[config.mk]
export PLATFORM = sky130hd
export DESIGN_NAME = integer_divider
export DESIGN_NICKNAME = d
export VERILOG_FILES = /design/src/rtl/integer_divider.sv
export SDC_FILE = /design/constraint.sdc
export NUM_CORES = 1
export LEC_CHECK = 0
export ABC_AREA = 1
export BUFFER_PORTS_ARGS = -buffer_cell sky130_fd_sc_hd__buf_2
export CAP_MARGIN = 25
export CORE_ASPECT_RATIO = 0.8
export CORE_MARGIN = 3
export CORE_UTILIZATION = 45
export CTS_CLUSTER_SIZE = 28
export DETAILED_ROUTE_END_ITERATION = 16
export PLACE_DENSITY = 0.64
export SLEW_MARGIN = 10
export SYNTH_ARGS = -nofsm -noshare
export SYNTH_HDL_FRONTEND = slang
export SYNTH_SLANG_ARGS = --single-unit
[constraint.sdc]
create_clock -name clk -period 8.46 [get_ports clk]
set_clock_uncertainty 0.1 [all_clocks]
set_input_delay 1.692 -clock clk [delete_from_list [all_inputs] [get_ports clk]]
set_output_delay 1.692 -clock clk [all_outputs]
set_load 0.1 [all_outputs]
[src/rtl/integer_divider.sv]
// ============================================================================
// Module   : integer_divider
// Brief    : Iterative radix-2 restoring divide/remainder unit (RV32M DIV/DIVU/REM/REMU).
// Revision : 1.0
// ============================================================================
`default_nettype none

module integer_divider #(
    parameter int WIDTH      = 32,
    parameter int COUNT_BITS = 5
) (
    input  logic             clk,
    input  logic             reset,
    input  logic             start,
    input  logic             abort,
    input  logic             is_signed,
    input  logic             want_rem,
    input  logic [WIDTH-1:0] dividend,
    input  logic [WIDTH-1:0] divisor,
    output logic             busy,
    output logic             done,
    output logic [WIDTH-1:0] result
);

    typedef enum logic [1:0] {
        S_IDLE = 2'd0,
        S_CALC = 2'd1,
        S_DONE = 2'd2
    } state_t;

    localparam logic [COUNT_BITS-1:0] c_last_count = COUNT_BITS'(WIDTH - 1);

    state_t                r_state;
    state_t                w_state_next;
    logic [COUNT_BITS-1:0] r_count;
    logic [WIDTH:0]        r_rem;
    logic [WIDTH-1:0]      r_quo;
    logic [WIDTH-1:0]      r_dmag;
    logic [WIDTH-1:0]      r_dividend;
    logic                  r_want_rem;
    logic                  r_neg_q;
    logic                  r_neg_r;
    logic                  r_div_zero;
    logic [WIDTH-1:0]      r_result;

    logic                  w_dividend_neg;
    logic                  w_divisor_neg;
    logic [WIDTH-1:0]      w_dividend_mag;
    logic [WIDTH-1:0]      w_divisor_mag;
    logic                  w_accept;
    logic [WIDTH+1:0]      w_shift;
    logic [WIDTH+1:0]      w_diff;
    logic                  w_fits;
    logic [WIDTH-1:0]      w_quo_fix;
    logic [WIDTH-1:0]      w_rem_fix;
    logic [WIDTH-1:0]      w_final;

    assign w_dividend_neg = is_signed & dividend[WIDTH-1];
    assign w_divisor_neg  = is_signed & divisor[WIDTH-1];
    assign w_dividend_mag = w_dividend_neg ? (~dividend + 1'b1) : dividend;
    assign w_divisor_mag  = w_divisor_neg  ? (~divisor  + 1'b1) : divisor;
    assign w_accept       = (r_state == S_IDLE) & start & ~abort;

    // Two guard bits keep the trial-subtraction sign separate from the remainder MSB.
    assign w_shift = {r_rem, r_quo[WIDTH-1]};
    assign w_diff  = w_shift - {2'b00, r_dmag};
    assign w_fits  = ~w_diff[WIDTH+1];

    assign w_quo_fix = r_neg_q ? (~r_quo + 1'b1) : r_quo;
    assign w_rem_fix = r_neg_r ? (~r_rem[WIDTH-1:0] + 1'b1) : r_rem[WIDTH-1:0];

    always_comb begin
        w_final = r_want_rem ? w_rem_fix : w_quo_fix;
        if (r_div_zero) begin
            w_final = r_want_rem ? r_dividend : {WIDTH{1'b1}};
        end
    end

    always_comb begin
        w_state_next = r_state;
        case (r_state)
            S_IDLE: if (w_accept) w_state_next = S_CALC;
            S_CALC: begin
                if (abort)                        w_state_next = S_IDLE;
                else if (r_count == c_last_count) w_state_next = S_DONE;
            end
            S_DONE:  w_state_next = S_IDLE;
            default: w_state_next = S_IDLE;
        endcase
    end

    always_ff @(posedge clk or posedge reset) begin
        if (reset) r_state <= S_IDLE;
        else       r_state <= w_state_next;
    end

    always_ff @(posedge clk or posedge reset) begin
        if (reset) begin
            r_count    <= '0;
            r_rem      <= '0;
            r_quo      <= '0;
            r_dmag     <= '0;
            r_dividend <= '0;
            r_want_rem <= 1'b0;
            r_neg_q    <= 1'b0;
            r_neg_r    <= 1'b0;
            r_div_zero <= 1'b0;
            r_result   <= '0;
        end else begin
            case (r_state)
                S_IDLE: begin
                    if (w_accept) begin
                        r_count    <= '0;
                        r_rem      <= '0;
                        r_quo      <= w_dividend_mag;
                        r_dmag     <= w_divisor_mag;
                        r_dividend <= dividend;
                        r_want_rem <= want_rem;
                        r_neg_q    <= w_dividend_neg ^ w_divisor_neg;
                        r_neg_r    <= w_dividend_neg;
                        r_div_zero <= (divisor == '0);
                    end
                end
                S_CALC: begin
                    r_count <= r_count + 1'b1;
                    r_rem   <= w_fits ? w_diff[WIDTH:0] : w_shift[WIDTH:0];
                    r_quo   <= {r_quo[WIDTH-2:0], w_fits};
                end
                S_DONE: begin
                    if (!abort) r_result <= w_final;
                end
                default: ;
            endcase
        end
    end

    // The result is presented during the done cycle and held in r_result afterwards.
    assign busy   = (r_state != S_IDLE);
    assign done   = (r_state == S_DONE) & ~abort;
    assign result = done ? w_final : r_result;

endmodule

`default_nettype wire

==> results.toml <==
[timing]
rsz0062_at_grt = "no"
slew_headroom = 0.382
setup_viol = 0
drv_slew = 0
post-route-period-util = 0.651
hold_viol_final = 0
tns_ps = 0
fmax_mhz = 182
tightestPinTransition_ps = 926
period_needed_ps = 5510

[cts]
numCtsBuffers = 17
clkLatencyLatePin_ps = 460
clock-sinks = 172
postCtsResizedCells = 0
cts_tree = "built"
cts_hold_buffers = 0
clk_path_buf_depth = 2
htree_levels = 4
clock-root-buffer = "clkbuf_16"
post_cts_buffers = 0
clk_pin_slew_worst_paths_ps = 70

[synthesis]
yosysSeqAreaShare = 0.310
synth_edf_count = 0
synth_flop_cell = "dfrtp_1"
ys_ff_latch = 172
synth_fp_nets = 2324
ys_types = 45
syn_avg_cell_area_sq_um = 6.27
async_flop_share = 1.00
syn_area_sq_mm = 0.0139
yosysWarnings = 0
netlist_instances = 2215

[floorplanning]
chipHeight_microns = 163
die_w_microns = 202
io_pins = 104
core_area_sq_mm = 0.0298
start_util = 0.466
fp-row-count = 56
die_area_sq_mm = 0.0330

[grt]
grt_max_degree = 70
gr-total-overflow = 0
grt_pass1_vias = 13269
antenna_found_initial = 0
grt_use_total = 0.275
grt_pass1_wl_microns = 71900

[outcome]
run_status = "completed"

[setup_path]
crit_type = "input pin to primary output"
ff2ff_setup_slack_ps = 5220
end_kind = "primary output"
worst-endpoint-required_ps = 6670
r2r_cells = 10
cp-start-kind = "input pin"
crit_fanout = 29
arrival_ps = 3710
worst_r2r_endpoint = "r_quo[24]$_DFFE_PP0P_"
rr_startpoint = "r_state[0]$_DFFE_PP0P_"

[worst_hold_path]
hold_path_depth = 1
min_path_type = "flop to flop"
min_to = "r_count[3]$_DFFE_PP0P_"
min_from = "r_count[3]$_DFFE_PP0P_"

[drt]
vias = 14560
post_drt_via_cell_ratio = 5.41
dr.pass1.iters = 6
wl_microns = 45500
wl_per_cell_microns = 16.9
final_antenna_net_count = 0
drc = 0
drt_iter0_drc = 1337

[power_and_ir_drop]
power_leakage_nw = 8.09
p_per_area_mw_per_mm2 = 313
max-vdd-ir-drop_mv = 0.162

[cells_and_area]
drive_gt1_frac = 0.0862
final_util = 0.512
area_growth_syn_to_layout_pct = 9.89
num-nets-final = 2382
diodes = 0
fillers = 3142

[placed_design]
gp_congestion = 0.998
dpl.hpwl_microns = 35300
io_buffers = 103

[flow_run]
cap_violations = 0
==> critical path, stage by stage <==
cell,delay [ps]
buf_2,120
nor3_2,140
buf_4,250
inv_1,340
buf_4,360
a21oi_1,150
o21ai_0,100
nand2_1,110
buf_2,430
==> final cells by class <==
cell class,instances,area (sq um),share of cell area
multi-input cells,1652,8070,0.528
flip-flops and latches,172,4300,0.282
inverters,313,1180,0.0773
repair buffers,117,621,0.0406
well taps,406,508,0.0333
clock buffers,20,457,0.0299
clock inverters,11,133,0.00869
==> through the flow <==
step / setup slack, ps / instances / power (W) / cell area [sq um] / hold slack (ps)
2_1_floorplan: 1100 / 2215 / 0.00323 / 13900 / 340
3_3_place_gp: 3000 / 2660 / 0.00388 / 14700 / 356
3_5_place_dp: 2970 / 2660 / 0.00391 / 14700 / 361
4_1_cts: 2960 / 2691 / 0.00475 / 15300 / 375
5_1_grt: 2790 / 2691 / 0.00519 / 15300 / 395
6_report: 2950 / 2691 / 0.00477 / 15300 / 370
==> synth_stat cells (8+ instances only) <==
cell        n  share of area
nand2_1   691           0.19
inv_1     305          0.082
nand3_1   255          0.092
nor2_1    208          0.056
dfrtp_1   172           0.31
o21ai_0   124          0.045
a21oi_1    79          0.028
clkbuf_1   47          0.013
nand4_1    43          0.019
ha_1       38          0.034
xor2_1     30          0.019
nor3_1     23         0.0083
o22ai_1    21         0.0095
o221ai_1   16          0.010
xnor2_1    16          0.010
buf_1      13         0.0035
nand3_2    13         0.0094
nand3b_1   11         0.0059
nor2_2      9         0.0041
o211ai_1    9         0.0049
o21bai_1    8         0.0043
==> how the worst max path moves through the flow <==
stage,start,end,slack [ps],cells after the start
floorplan,abort,result[14],1100,4
global placement,abort,result[8],3000,9
detailed placement,abort,result[8],2970,9
CTS,abort,result[8],2960,9
global route,abort,result[8],2790,9
finish,abort,result[8],2950,9
==> cell usage in the layout, fill, tap and decap left out, drive strengths merged, types with 2 or more instances in the layout <==
| master | Yosys | routed |
|---|---|---|
| nand2 | 701 | 701 |
| inv | 312 | 318 |
| nand3 | 268 | 268 |
| nor2 | 219 | 219 |
| dfrtp | 172 | 172 |
| o21ai | 131 | 131 |
| buf | 31 | 117 |
| a21oi | 79 | 79 |
| nand4 | 43 | 43 |
| ha | 38 | 38 |
| xor2 | 30 | 30 |
| nor3 | 26 | 26 |
| o22ai | 21 | 21 |
| clkbuf | 47 | 20 |
| o221ai | 16 | 16 |
| xnor2 | 16 | 16 |
| nand3b | 11 | 11 |
| o211ai | 9 | 9 |
| o21bai | 8 | 8 |
| and2 | 7 | 7 |
| o21a | 5 | 5 |
| a31oi | 5 | 5 |
| nor4 | 4 | 4 |
| o31ai | 4 | 4 |
| o2111ai | 3 | 3 |
| or2 | 3 | 3 |
| clkinv | 1 | 3 |
| a22o | 2 | 2 |
| bufinv | 0 | 2 |
==> power breakdown <==
| group | internal [W] | switching, W |
|---|---|---|
| sequential | 0.00101 | 0.000218 |
| combinational | 0.000883 | 0.00183 |
| clock | 0.000455 | 0.000369 |
==> kinds of logic (layout without fill, tap and decap cells) <==
logic type,after synthesis,after routing,share of synthesized area
and+or+nand+nor,1282,1282,0.398
DFF,172,172,0.310
buffers and inverters,391,461,0.111
adders and majority gates,39,39,0.0357
AOI/OAI and AO/OA,285,285,0.116
xor gates and xnor gates,46,46,0.0290
==> registers in the layout, indices dropped and copies added, names as in the netlist <==
name,cells
r_want_rem,1
r_dividend,32
r_div_zero,1
r_quo,32
r_neg_q,1
r_state,2
r_count,5
r_neg_r,1
r_result,32
r_rem,33
r_dmag,32
==> per-layer routing <==
| layer | vias to the layer above | GRT usage | share of wire |
|---|---|---|---|
| met5 | - | 0 | 0 |
| met4 | 0 | 0.0526 | 0.011 |
| met3 | 34 | 0.0564 | 0.082 |
| met2 | 527 | 0.398 | 0.41 |
| met1 | 6741 | 0.425 | 0.50 |
| li1 | 7258 | - | - |
Power figures use the tool's default switching activity.
